**src/rtl/montgomery_reduce_scheduler.sv**
```systemverilog
// rtl/montgomery_reduce_scheduler.sv - round-robin share of one montgomery_reduce datapath between two requesters
module montgomery_reduce_scheduler #(
  parameter int REGISTER_SIZE = 32,
  parameter int NUM_BLOCKS    = 256,
  parameter int R             = 4096,
  localparam int CONST_BLOCKS = R / REGISTER_SIZE,
  localparam int OUT_BLOCKS   = NUM_BLOCKS - CONST_BLOCKS,
  localparam int AW           = $clog2(CONST_BLOCKS),
  localparam int CW           = $clog2(NUM_BLOCKS + 1)
) (
  input  logic                     clk_in,
  input  logic                     rst_in,
  input  logic [1:0]               req_in,
  output logic [1:0]               grant_out,
  input  logic [1:0]               block_valid_in,
  input  logic [REGISTER_SIZE-1:0] block0_in,
  input  logic [REGISTER_SIZE-1:0] block1_in,
  output logic                     red_valid_out,
  output logic [REGISTER_SIZE-1:0] red_block_out,
  input  logic                     consumed_k_in,
  input  logic                     consumed_N_in,
  output logic [AW-1:0]            k_addr_out,
  output logic [AW-1:0]            n_addr_out,
  input  logic                     red_res_valid_in,
  input  logic [REGISTER_SIZE-1:0] red_res_block_in,
  output logic [1:0]               res_valid_out,
  output logic [REGISTER_SIZE-1:0] res_block_out,
  output logic [1:0]               done_out,
  output logic                     busy_out,
  output logic                     err_out
);

  typedef enum logic [1:0] {S_IDLE, S_STREAM, S_DRAIN, S_DONE} state_t;

  localparam logic [CW-1:0] LAST_BLK  = CW'(NUM_BLOCKS - 1);
  localparam logic [CW-1:0] OUT_CNT   = CW'(OUT_BLOCKS);
  localparam logic [CW-1:0] OUT_LAST  = CW'(OUT_BLOCKS - 1);
  localparam logic [AW-1:0] ADDR_LAST = AW'(CONST_BLOCKS - 1);

  state_t                   r_state;
  logic                     r_owner;
  logic                     r_rr_next;
  logic [1:0]               r_grant;
  logic [CW-1:0]            r_stream_cnt;
  logic [CW-1:0]            r_res_cnt;
  logic [AW-1:0]            r_k_addr;
  logic [AW-1:0]            r_n_addr;
  logic                     r_red_valid;
  logic [REGISTER_SIZE-1:0] r_red_block;
  logic [1:0]               r_res_valid;
  logic [REGISTER_SIZE-1:0] r_res_block;
  logic [1:0]               r_done;
  logic                     r_err;

  logic                     w_blk_v;
  logic [REGISTER_SIZE-1:0] w_blk;
  logic                     w_active;
  logic                     w_res_ok;
  logic                     w_res_bad;
  logic                     w_res_full;
  logic                     w_last_blk;
  logic                     w_pick;

  assign w_blk_v    = r_owner ? block_valid_in[1] : block_valid_in[0];
  assign w_blk      = r_owner ? block1_in : block0_in;
  assign w_active   = (r_state == S_STREAM) || (r_state == S_DRAIN);
  assign w_res_ok   = w_active && red_res_valid_in && (r_res_cnt < OUT_CNT);
  assign w_res_bad  = red_res_valid_in && !w_res_ok;
  // Counts the result arriving this cycle so the job can close without an extra DRAIN cycle.
  assign w_res_full = (r_res_cnt == OUT_CNT) || (w_res_ok && (r_res_cnt == OUT_LAST));
  assign w_last_blk = (r_state == S_STREAM) && w_blk_v && (r_stream_cnt == LAST_BLK);
  assign w_pick     = (req_in == 2'b11) ? r_rr_next : req_in[1];

  always_ff @(posedge clk_in or negedge rst_in) begin
    if (!rst_in) begin
      r_state      <= S_IDLE;
      r_owner      <= 1'b0;
      r_rr_next    <= 1'b0;
      r_grant      <= 2'b00;
      r_stream_cnt <= '0;
      r_res_cnt    <= '0;
      r_k_addr     <= '0;
      r_n_addr     <= '0;
      r_red_valid  <= 1'b0;
      r_red_block  <= '0;
      r_res_valid  <= 2'b00;
      r_res_block  <= '0;
      r_done       <= 2'b00;
      r_err        <= 1'b0;
    end else begin
      r_red_valid <= 1'b0;
      r_res_valid <= 2'b00;
      r_done      <= 2'b00;
      if (consumed_k_in) r_k_addr <= (r_k_addr == ADDR_LAST) ? '0 : r_k_addr + AW'(1);
      if (consumed_N_in) r_n_addr <= (r_n_addr == ADDR_LAST) ? '0 : r_n_addr + AW'(1);
      if (w_res_bad) r_err <= 1'b1;
      if (w_res_ok) begin
        r_res_valid <= r_owner ? 2'b10 : 2'b01;
        r_res_block <= red_res_block_in;
        r_res_cnt   <= r_res_cnt + CW'(1);
      end
      case (r_state)
        S_IDLE: begin
          if (|req_in) begin
            r_owner      <= w_pick;
            r_grant      <= w_pick ? 2'b10 : 2'b01;
            r_stream_cnt <= '0;
            r_res_cnt    <= '0;
            r_k_addr     <= '0;
            r_n_addr     <= '0;
            r_state      <= S_STREAM;
          end
        end
        S_STREAM: begin
          if (w_blk_v) begin
            r_red_valid  <= 1'b1;
            r_red_block  <= w_blk;
            r_stream_cnt <= r_stream_cnt + CW'(1);
          end
          if (w_last_blk) begin
            if (w_res_full) begin
              r_done  <= r_grant;
              r_grant <= 2'b00;
              r_state <= S_DONE;
            end else begin
              r_state <= S_DRAIN;
            end
          end
        end
        S_DRAIN: begin
          if (w_blk_v) r_err <= 1'b1;
          if (w_res_full) begin
            r_done  <= r_grant;
            r_grant <= 2'b00;
            r_state <= S_DONE;
          end
        end
        default: begin
          r_rr_next <= ~r_owner;
          r_state   <= S_IDLE;
        end
      endcase
    end
  end

  assign grant_out     = r_grant;
  assign red_valid_out = r_red_valid;
  assign red_block_out = r_red_block;
  assign k_addr_out    = r_k_addr;
  assign n_addr_out    = r_n_addr;
  assign res_valid_out = r_res_valid;
  assign res_block_out = r_res_block;
  assign done_out      = r_done;
  assign busy_out      = (r_state != S_IDLE);
  assign err_out       = r_err;

endmodule

```
**config.mk**
```make
export PLATFORM = sky130hd
export DESIGN_NAME = montgomery_reduce_scheduler
export DESIGN_NICKNAME = d
export VERILOG_FILES = /design/src/rtl/montgomery_reduce_scheduler.sv
export SDC_FILE = /design/constraint.sdc
export NUM_CORES = 1
export LEC_CHECK = 0
export BUFFER_PORTS_ARGS = -buffer_cell sky130_fd_sc_hd__buf_2
export CELL_PAD_IN_SITES_DETAIL_PLACEMENT = 2
export CELL_PAD_IN_SITES_GLOBAL_PLACEMENT = 2
export CORE_ASPECT_RATIO = 0.7
export CORE_MARGIN = 8
export CORE_UTILIZATION = 30
export CTS_BUF_LIST = sky130_fd_sc_hd__clkbuf_16
export DETAILED_ROUTE_END_ITERATION = 10
export GPL_TIMING_DRIVEN = 0
export PLACE_DENSITY = 0.94
export SETUP_SLACK_MARGIN = 0.1
export SKIP_CTS_REPAIR_TIMING = 1
export SLEW_MARGIN = 15
export SYNTH_ARGS = -nofsm -noshare
export SYNTH_HDL_FRONTEND = slang
export SYNTH_SLANG_ARGS = --single-unit
```
**constraint.sdc**
```tcl
create_clock -name clk_in -period 4.5 [get_ports clk_in]
set_input_delay 0.225 -clock clk_in [delete_from_list [all_inputs] [get_ports clk_in]]
set_output_delay 0.225 -clock clk_in [all_outputs]
set_load 0.005 [all_outputs]
```
# Word level (Yosys, flattened, before mapping)
# Index checks and enable logic that the tools add are counted.
# W data, S select, Z words.
[op_classes]
addsub = 4
magnitude_cmp = 1
eq_ne = 12
n_mux = 37
bitwise_logic = 1
reduce_logical = 20
[ops]
columns = ["operator", "n"]
rows = [
  ["$mux W7", 8],
  ["$mux W9", 5],
  ["$mux W32", 1],
  ["$mux W2", 11],
  ["$add A9 B1 Y9 const B", 2],
  ["$eq A9 B8 Y1 const B", 2],
  ["$pmux W9 S2", 1],
  ["$add A7 B1 Y7 const B", 2],
  ["$eq A7 B7 Y1 const B", 2],
  ["$pmux W2 S3", 2],
  ["$eq A9 B7 Y1 const B", 1],
  ["$lt A9 B8 Y1 const B", 1],
  ["$reduce_and A3 Y1", 3],
  ["$mux W1", 8],
  ["$ne A2 B2 Y1 const B", 4],
  ["$logic_and A1 B1 Y1", 6],
  ["$eq A2 B2 Y1 const B", 2],
  ["$pmux W2 S2", 1],
  ["$reduce_and A2 Y1", 2],
  ["$reduce_bool A2 Y1", 2],
  ["$reduce_bool A3 Y1", 1],
  ["$reduce_or A3 Y1", 1],
  ["$eq A2 B1 Y1 const B", 1],
  ["$logic_not A2 Y1", 1],
  ["4 further kinds", 5],
]
[word_totals]
register_bits = 108
inputBits = 105
output_inout_bits = 87
elab_cells = 89

# Depth between registers and ports, before layout
# Gate-level depths: netlist of the first run.
[depth]
ltp_word = 9
ltp_mapped = 8
ltp_nobuf = 8

# Worst setup path after synthesis of the first run
# No wires, ideal clock.
[synth_path]
kind = "register -> register"
start = "register r_state[0]"
end = "register r_state[0]"
setup_time_ns = 0.127
t_arrival_ns = 2.032
required_ns = 4.373
path_slack_ns = 2.340
stages_incl_launch_ff = 8
path_buffers = 0
synth_period_minus_slack_ns = 2.160
path_cell_list = "dfrtp_1 -> inv_1 -> ha_1 -> nand4bb_1 -> or4_4 -> a21oi_2 -> o21a_2 -> mux2_1"
[synth_via]
elab_chain_len = 9
word_cells_on_any_way = 17
classes_between = "5 x eq/ne; 3 x mux; 9 x reduce/logical"
[synth_lines]
columns = ["item", "line_no", "rtl"]
rows = [
  ["start: declaration", "40", "state_t r_state;"],
  ["start signal: assignment", "76", "r_state <= S_IDLE;"],
  ["start signal: assignment", "111", "r_state <= S_STREAM;"],
  ["start signal: assignment", "124", "r_state <= S_DONE;"],
  ["$eq A2 B1 Y1 / $eq A2 B2 Y1 (equally long branches)", "66, 71, 102", ""],
  ["$logic_or A1 B1 Y1", "66", "assign w_active = (r_state == S_STREAM) || (r_state == S_DRAIN);"],
  ["$logic_and A1 B1 Y1 (2 in a row)", "67", "assign w_res_ok = w_active && red_res_valid_in && (r_res_cnt < OUT_CNT);"],
  ["$logic_and A1 B1 Y1", "70", "assign w_res_full = (r_res_cnt == OUT_CNT) || (w_res_ok && (r_res_cnt == OUT_LAST));"],
  ["$logic_or A1 B1 Y1", "70", ""],
  ["$mux W1", "121", "if (w_res_full) begin"],
  ["$mux W2", "120", "if (w_last_blk) begin"],
  ["$pmux W2 S3", "102", "case (r_state)"],
]
# Several ways; a longest one is shown, not always the timed one. The select of a mux whose other input is x is not followed.
# A chain may end at the register's enable or synchronous reset.

# Worst setup path in the final report of the first run
# Same ends and word-level chain as after synthesis.

==> qor.txt, run 1 <==
outcome: finished, final reports clean
WL/cell: 19.2 um
# H-tree levels: 3
yosys warns: 0
# rows: 38
clk_lat worst skew: 350 ps
initial antenna violation count: 1
CTS tree: built
first-pass GRT wire length: 28000 um
Placer Congestion: 0.777
worst setup path class: flop to flop
post-synthesis sequential area ratio: 56.3%
synthesized instance count: 495
Critical Path Start Type: flop
worst vdd ir: 213 uV
Die Footprint: 20400 um2
final WL: 17300 um
chip width: 167 um
overall routing resource usage: 17.1%
flop and latch count out of synthesis: 108
unrepaired setup endpoints after global routing: false
share of the synthesized area in the top cell type: 56.3%
Clock Path Buffers: 2
Crit path largest cell delay: 550 ps
Final Hold Violating Endpoints: 0
P_int: 2420 uW
placed wire-length estimate: 14000 um
DRC errors left: 0
cell taking the most area after synthesis: dfrtp_1
NetSw: 1590 uW
Most used DFF post-synth: dfrtp_1
initial drt markers: 154
Synth Net Count: 610
min Tclk post-route: 2460 ps
placed cells: 886
largest net degree at the start of global routing: 67
Power per Cell Area: 635 nW/um2
I/O Pins: 192
ANT nets after route: 0
Slew @ Worst Pin: 745 ps
worst path arrival time: 2690 ps
clk sinks: 108
clock share of power: 19.5%
synth top area cells: dfrtp_1 56%, nand2_1 12%, mux2i_1 7.5%
via count: 4318
FFs w/ async S/R, synth: 100%
Mean Syn Cell Area: 9.70 um2
max frequency: 407 MHz
DRT Pass-1 Iters: 4
cells along the critical path: inv_1, ha_1, nand4bb_1, or4_4, a21oi_2, o21a_2, mux2_1
Layout Cells excl Fill: 902
synth unique cells: 38
vias in the first global route: 5090
CTS Root Cell: clkbuf_16
Switching Share: 39.7%
Setup Viol. Count Final: 0
Post-synth EDFFs: 0
Die Y: 122 um
family with the most delay on the worst path: simple AND/OR/NAND/NOR gates
total grt overflow: 0
initial cell density of the core: 30.8%
core footprint: 15600 um2
Max Cap Viol: 0
period utilization: 54.6%
final setup skew: 6.71 ps
setup TNS: 0 ps
Req. time, crit path: 4730 ps
Comb power frac: 41.2%
Critical Path Sink Type: flop
Seq pwr share: 39.2%
Nets: 813
diode count: 0
CP bufs+invs: 1
slowest CP cell: or4_4
relative slew slack: 50.3%
share of cells above drive strength 1: 31.1%
clk slew on worst S/H paths: 70 ps
min-delay worst type: input port to flop
vias per cell: 4.79
Port Buf Inserts: 190
Layout area overhead: 31.8%
Pleak: 0.00334 uW
final slew viol count: 0
total CTS buffers: 9
synthesized cell area: 4800 um2
worst-path fanout max: 6
worst paths after layout:
check / start / endpoint / slack [ps] / cells past startpoint
worst max-delay path: r_state[0] / r_state[0] / 2040 / 7
max in group asynchronous: rst_in / red_block_out[1] / 3450 / 3
worst min-delay path: red_res_block_in[29] / res_block_out[29] / 70 / 3
worst min register to register: res_block_out[25] / res_block_out[25] / 470 / 2
worst max register to register: r_state[0] / r_state[0] / 2040 / 7
min in group asynchronous: rst_in / res_block_out[3] / 360 / 2
synth_stat cells, types with 2 or more instances:
master	count
a21oi_1	8
and2_1	2
and4b_1	2
buf_1	8
buf_2	9
clkbuf_1	4
dfrtp_1	108
ha_1	10
inv_1	14
mux2i_1	36
nand2_1	150
nand3_1	12
nand4_1	7
nor2_1	38
nor3_1	6
o21ai_0	5
o21ai_1	34
o2bb2ai_1	2
xnor2_1	14
xor2_1	8
flip-flops by register name, indices dropped and copies added, names as in the netlist, 2 cells and up:
signal	count
r_state	2
red_block_out	32
r_stream_cnt	9
grant_out	2
r_res_cnt	9
res_block_out	32
res_valid_out	2
k_addr_out	7
n_addr_out	7
done_out	2
per-layer routing:
metal | GRT usage, % | wire (um) | share of wire, %
met3 | 6.82 | 1550 | 9.0
met4 | 3.11 | 160 | 0.93
met5 | 0 | 17 | 0.098
met2 | 30.0 | 8260 | 48
met1 | 19.9 | 7290 | 42
final cells by class:
cell class | count | area (um2)
repair buffers | 192 | 995
inverters | 15 | 56.3
clock buffers | 9 | 225
multi-input cells | 351 | 1950
clock inverters | 6 | 57.6
flip-flops and latches | 108 | 2700
well taps | 200 | 250
fillers | 1771 | 9270
plain buffers | 21 | 90.1
worst min-delay path, cell delays in order:
cell     delay (ps)
buf_2            70
nand2_1          40
nand2_1          50
layout by cell type, fill, tap and decap left out, types with 2 or more instances in the layout:
cell and n:
ha_1 10, xor2_1 8, clkbuf_1 4, and4b_1 2
nor2_1 38, a21oi_1 8, inv_1 16, buf_2 198
dfrtp_1 108, buf_1 8, nand4_1 7, nand3_1 12
nor3_1 6, o21ai_0 5, xnor2_1 14, o2bb2ai_1 2
clkbuf_16 9, nand2_1 150, o21ai_1 34, mux2i_1 36
and2_1 2
stage by stage:
stage / utilization [%] / hold WS, ps / instance area (um2) / setup WS (ps) / total power, uW
2_1_floorplan: - / -70.6 / 4800 / 2340 / 2460
3_3_place_gp: 38.5 / 417 / 6000 / 1970 / 3100
3_5_place_dp: 38.7 / 187 / 6040 / 2070 / 3290
4_1_cts: 40.5 / -195 / 6320 / 2050 / 4100
5_1_grt: 40.6 / 70.3 / 6330 / 1910 / 4350
6_report: 40.6 / 70.0 / 6330 / 2040 / 4020
logic make-up after synthesis:
logic type | after synthesis | synth area share, %
flip-flops | 108 | 56.3
adder cells (fa/ha/maj) | 10 | 2.61
AND/OR/NAND/NOR | 226 | 19.7
XOR/XNOR | 22 | 4.01
AO/OA/AOI/OAI | 55 | 6.33
multiplexers | 38 | 7.98
buffers and inverters | 36 | 3.05
power groups by stage:
stage | Combinational, uW | Sequential, uW | Clock [uW]
finish | 1660 | 1580 | 784
global route | 1870 | 1620 | 848
CTS | 1700 | 1580 | 812
detailed placement | 1700 | 1600 | 0
global placement | 1550 | 1550 | 0
floorplan | 879 | 1580 | 0
No activity file was read; power rests on OpenSTA's default activity.
==> inputs of run 2 (changes only) <==
--- a/config.mk
+++ b/config.mk
@@ -10,11 +10,11 @@
 export CELL_PAD_IN_SITES_GLOBAL_PLACEMENT = 2
 export CORE_ASPECT_RATIO = 0.7
 export CORE_MARGIN = 8
-export CORE_UTILIZATION = 30
+export CORE_UTILIZATION = 25
 export CTS_BUF_LIST = sky130_fd_sc_hd__clkbuf_16
 export DETAILED_ROUTE_END_ITERATION = 10
 export GPL_TIMING_DRIVEN = 0
-export PLACE_DENSITY = 0.94
+export PLACE_DENSITY = 0.85
 export SETUP_SLACK_MARGIN = 0.1
 export SKIP_CTS_REPAIR_TIMING = 1
 export SLEW_MARGIN = 15
==> constraint.sdc (replaced) <==
create_clock -name clk_in -period 2 [get_ports clk_in]
set_input_delay 0.1 -clock clk_in [delete_from_list [all_inputs] [get_ports clk_in]]
set_output_delay 0.1 -clock clk_in [all_outputs]
set_load 0.005 [all_outputs]
==> run 2 against run 1 <==
Compared with the run above:
- the flow now finishes with violations (setup timing)
- cell area grew 7.8%
- setup slack got worse by 2100 ps
- core utilization decreased by 4.4 points
- power grew 130%
- routed wire length increased by 3.9%
- global-route usage fell by 3.2 points
- combinational power increased by 140%
- non-clock buffer count rose by 39
- first-iteration DRC count increased by 9.7%
- critical endpoint unchanged
==> qor.txt, run 2 (synthesis gave the netlist of run 1 again) <==
CTS Root Cell: clkbuf_16
clock share of power: 18.5%
min Tclk post-route: 2100 ps
first-pass GRT wire length: 26900 um
Max Cap Viol: 0
clk_lat worst skew: 340 ps
final WL: 18000 um
core footprint: 18900 um2
worst-path fanout max: 4
cells along the critical path: inv_2, ha_4, nand4bb_1, or4_4, a21oi_4, o21a_2, mux2_4
Comb power frac: 43.7%
Switching Share: 39.1%
Die Y: 132 um
overall routing resource usage: 13.9%
Port Buf Inserts: 190
hold slack: 36.4 ps
Req. time, crit path: 2220 ps
slowest CP cell: or4_4
Seq pwr share: 37.8%
min-delay worst type: input port to flop
final slew viol count: 0
outcome: complete, but fails checks
worst vdd ir: 366 uV
P_int: 5650 uW
leading cell type in the layout, fill and taps excluded: buf_2
initial drt markers: 169
clk slew on worst S/H paths: 70 ps
vias per cell: 4.56
max frequency: 477 MHz
relative slew slack: 48.3%
Setup Viol. Count Final: 1
unrepaired setup endpoints after global routing: true
most frequent cells in the layout: 194 x buf_2, 149 x nand2_1, 108 x dfrtp_1
Layout Cells excl Fill: 983
CTS tree: built
# H-tree levels: 3
clk sinks: 108
Critical Path Start Type: flop
worst setup margin: -96.9 ps
Die Footprint: 24000 um2
Layout area overhead: 42.1%
initial antenna violation count: 2
NetSw: 3630 uW
vias in the first global route: 4822
initial cell density of the core: 25.4%
Crit path largest cell delay: 460 ps
Placer Congestion: 0.815
via count: 4481
family with the most delay on the worst path: simple AND/OR/NAND/NOR gates
worst setup path class: flop to flop
largest net degree at the start of global routing: 82
chip width: 182 um
placed cells: 928
placed wire-length estimate: 13100 um
failing checks: setup timing
# rows: 42
share of cells above drive strength 1: 32.4%
Power per Cell Area: 1360 nW/um2
DRC errors left: 0
CP bufs+invs: 1
Clock Path Buffers: 2
Nets: 852
final setup skew: 5.41 ps
worst path arrival time: 2320 ps
Critical Path Sink Type: flop
Pleak: 0.00354 uW
total CTS buffers: 9
ANT nets after route: 0
DRT Pass-1 Iters: 4
Slew @ Worst Pin: 775 ps
I/O Pins: 192
period utilization: 105%
Final Hold Violating Endpoints: 0
total grt overflow: 0
WL/cell: 18.3 um
[run 2: metrics by stage]
step                setup slack [ps]  total power (uW)  cell area (um2)  utilization (%)  TNS, ps
finish                         -96.9              9280             6820             36.2    -96.9
global route                    -164             10000             6820             36.2     -318
CTS                             -175              9210             6390             33.9    -2150
detailed placement              -166              7440             6110             32.4    -1530
global placement                -542              7200             6080             32.2   -57400
floorplan                       15.2              5590             4820                -        0
[run 2: worst reg2reg max path: stages (launching register included)]
cell and delay, ps:
dfrtp_1 370, inv_2 70, ha_4 290, nand4bb_1 120, or4_4 460, a21oi_4 200, o21a_2 180, mux2_4 300
[run 2: power groups by stage]
stage                     logic [uW]  registers, uW  clock network, uW
after CTS                       3880           3520               1810
after global placement          3690           3500                  0
after detailed placement        3880           3550                  0
final                           4050           3510               1720
after floorplan                 2040           3560                  0
after global routing            4540           3630               1870
[run 2: worst paths after layout]
path,end,depth (start not counted),slack [ps],from
worst min-delay path,red_block_out[30],3,40,block1_in[30]
worst max-delay path,r_state[0],7,-100,r_state[1]
max in group asynchronous,red_block_out[29],3,1070,rst_in
min in group asynchronous,k_addr_out[1],2,200,rst_in
worst max register to register,r_state[0],7,-100,r_state[1]
worst min register to register,res_block_out[19],2,470,res_block_out[19]
[run 2: final cells by class]
class	instances	area [um2]
sequential	108	2700
buffer	20	106
timing repair buffer	232	1380
multi-input combinational	351	2000
tap	242	303
antenna	1	2.50
fill	2152	12000
clock buffer	9	225
inverter	15	56.3
clock inverter	5	48.8
[run 2: metal layers]
metal / routed length (um) / vias to the layer above / GRT usage (%)
met4: 362 / 2 / 2.77
met2: 8870 / 135 / 23.5
li1: - / 2099 / -
met3: 941 / 28 / 4.21
met5: 13 / - / 0
met1: 7760 / 2217 / 17.3
==> inputs of run 3 (changes only) <==
--- a/config.mk
+++ b/config.mk
@@ -6,6 +6,7 @@
 export NUM_CORES = 1
 export LEC_CHECK = 0
 export BUFFER_PORTS_ARGS = -buffer_cell sky130_fd_sc_hd__buf_2
+export CAP_MARGIN = 20
 export CELL_PAD_IN_SITES_DETAIL_PLACEMENT = 2
 export CELL_PAD_IN_SITES_GLOBAL_PLACEMENT = 2
 export CORE_ASPECT_RATIO = 0.7
@@ -14,7 +15,7 @@
 export CTS_BUF_LIST = sky130_fd_sc_hd__clkbuf_16
 export DETAILED_ROUTE_END_ITERATION = 10
 export GPL_TIMING_DRIVEN = 0
-export PLACE_DENSITY = 0.85
+export PLACE_DENSITY = 0.87
 export SETUP_SLACK_MARGIN = 0.1
 export SKIP_CTS_REPAIR_TIMING = 1
 export SLEW_MARGIN = 15
==> run 3 against run 2 <==
Compared with the run above:
- the flow still finishes with violations (setup timing)
- die area stayed put
- power is 2.5% higher
- first-iteration DRC count is 14% higher
- fmax is 4.7% lower
- flip-flop and latch count stayed put
- sequential power hardly changed
- clock power is 4% higher
- via count is 0.69% higher
- combinational power is 3% higher
- register-to-register slack worse by 100 ps
- global-route usage is 0.063 points lower
- final cell count is 0.81% higher
- critical path type unchanged
- critical endpoint is now r_res_cnt[7]
==> qor.txt, run 3 (synthesis gave the netlist of run 1 again) <==
min-delay worst type: input port to flop
first-pass GRT wire length: 26700 um
leading cell type in the layout, fill and taps excluded: buf_2
final setup skew: 10.2 ps
WL/cell: 18.2 um
relative slew slack: 47.3%
worst setup margin: -201 ps
final slew viol count: 0
diode count: 0
Layout Cells excl Fill: 991
DRT Pass-1 Iters: 4
CTS Root Cell: clkbuf_16
clk sinks: 108
share of cells above drive strength 1: 33.1%
Hold Startpoint: block0_in[21]
setup TNS: -577 ps
Nets: 859
worst setup path class: flop to flop
ANT nets after route: 0
min Tclk post-route: 2200 ps
placed cells: 928
via count: 4512
Clock Path Buffers: 2
failing checks: setup timing
chip width: 182 um
I/O Pins: 192
Final Hold Violating Endpoints: 0
most frequent cells in the layout: 195 x buf_2, 150 x nand2_1, 108 x dfrtp_1
Die Footprint: 24000 um2
P_int: 5810 uW
total CTS buffers: 9
hold path depth: 3
largest net degree at the start of global routing: 56
Placer Congestion: 0.816
Seq pwr share: 37.1%
Hold Path Sink: red_block_out[21]
Critical R2R Launch: r_state[0]
core footprint: 18900 um2
Layout area overhead: 44.2%
clk slew on worst S/H paths: 70 ps
total grt overflow: 0
NetSw: 3700 uW
Switching Share: 38.9%
vias per cell: 4.55
CTS tree: built
worst vdd ir: 404 uV
vias in the first global route: 4814
clk_lat worst skew: 360 ps
Critical Path Sink Type: flop
Critical Path Start Type: flop
Pleak: 0.00360 uW
worst r2r path cells: 11
Post-Layout Inst Area: 6920 um2
overall routing resource usage: 13.8%
worst path arrival time: 2480 ps
Power per Cell Area: 1370 nW/um2
Reg2Reg Setup Slack: -200 ps
placed wire-length estimate: 13200 um
max frequency: 454 MHz
Worst R2R End: r_res_cnt[7]
Overall Power: 9510 uW
period utilization: 110%
Max Cap Viol: 0
DRC errors left: 0
worst-path fanout max: 6
Req. time, crit path: 2280 ps
final WL: 18000 um
# H-tree levels: 3
initial drt markers: 192
outcome: complete, but fails checks
Post-DP Area: 6110 um2
Die Y: 132 um
Slew @ Worst Pin: 791 ps
Setup Viol. Count Final: 7
# rows: 42
unrepaired setup endpoints after global routing: true
clock share of power: 18.8%
initial cell density of the core: 25.4%
initial antenna violation count: 1
Port Buf Inserts: 190
Comb power frac: 44.1%
[run 3: final cells by class]
| cell class | count | area (um2) |
|---|---|---|
| fill | 2142 | 11900 |
| sequential | 108 | 2700 |
| multi-input combinational | 351 | 2030 |
| timing repair buffer | 238 | 1420 |
| tap | 242 | 303 |
| clock buffer | 9 | 225 |
| buffer | 21 | 120 |
| clock inverter | 7 | 61.3 |
| inverter | 15 | 56.3 |
[run 3: how the worst max path moves through the flow]
stage,endpoint,start
after floorplan,r_state[0],r_state[0]
after global placement,n_addr_out[1],rst_in
after detailed placement,r_state[0],r_state[0]
after CTS,r_state[0],r_state[0]
after global routing,r_res_cnt[7],r_state[0]
final,r_res_cnt[7],r_state[0]
[run 3: per-stage QoR]
step	utilization [%]	setup slack (ps)	hold slack, ps
final	36.7	-201	24.8
after global routing	36.7	-283	24.1
after CTS	33.9	-211	-289
after detailed placement	32.4	-177	98.8
after global placement	32.2	-573	291
after floorplan	-	15.2	-196
[run 3: worst max-delay path: stages, from the launching register on]
cell and delay, ps:
dfrtp_1 410, inv_2 70, ha_4 290, buf_4 100, buf_6 90, nor4bb_4 170
buf_4 180, nand4_1 200, buf_4 230, nor3_4 170, nor2_1 80, nor2_1 130
[run 3: routing by layer]
layer | share of wire [%] | track usage, % | up-vias | routed length (um)
met1 | 44 | 17.3 | 2248 | 7930
li1 | - | - | 2116 | -
met5 | 0.089 | 0 | - | 16
met3 | 4.6 | 3.83 | 25 | 825
met4 | 2.1 | 4.41 | 2 | 378
met2 | 49 | 22.8 | 121 | 8840
[run 3: power groups by stage]
stage               registers (uW)  clock network, uW  logic [uW]
floorplan                     3560                  0        2040
global placement              3500                  0        3680
detailed placement            3560                  0        3880
CTS                           3540               1860        3880
global route                  3640               1920        4690
finish                        3530               1790        4190
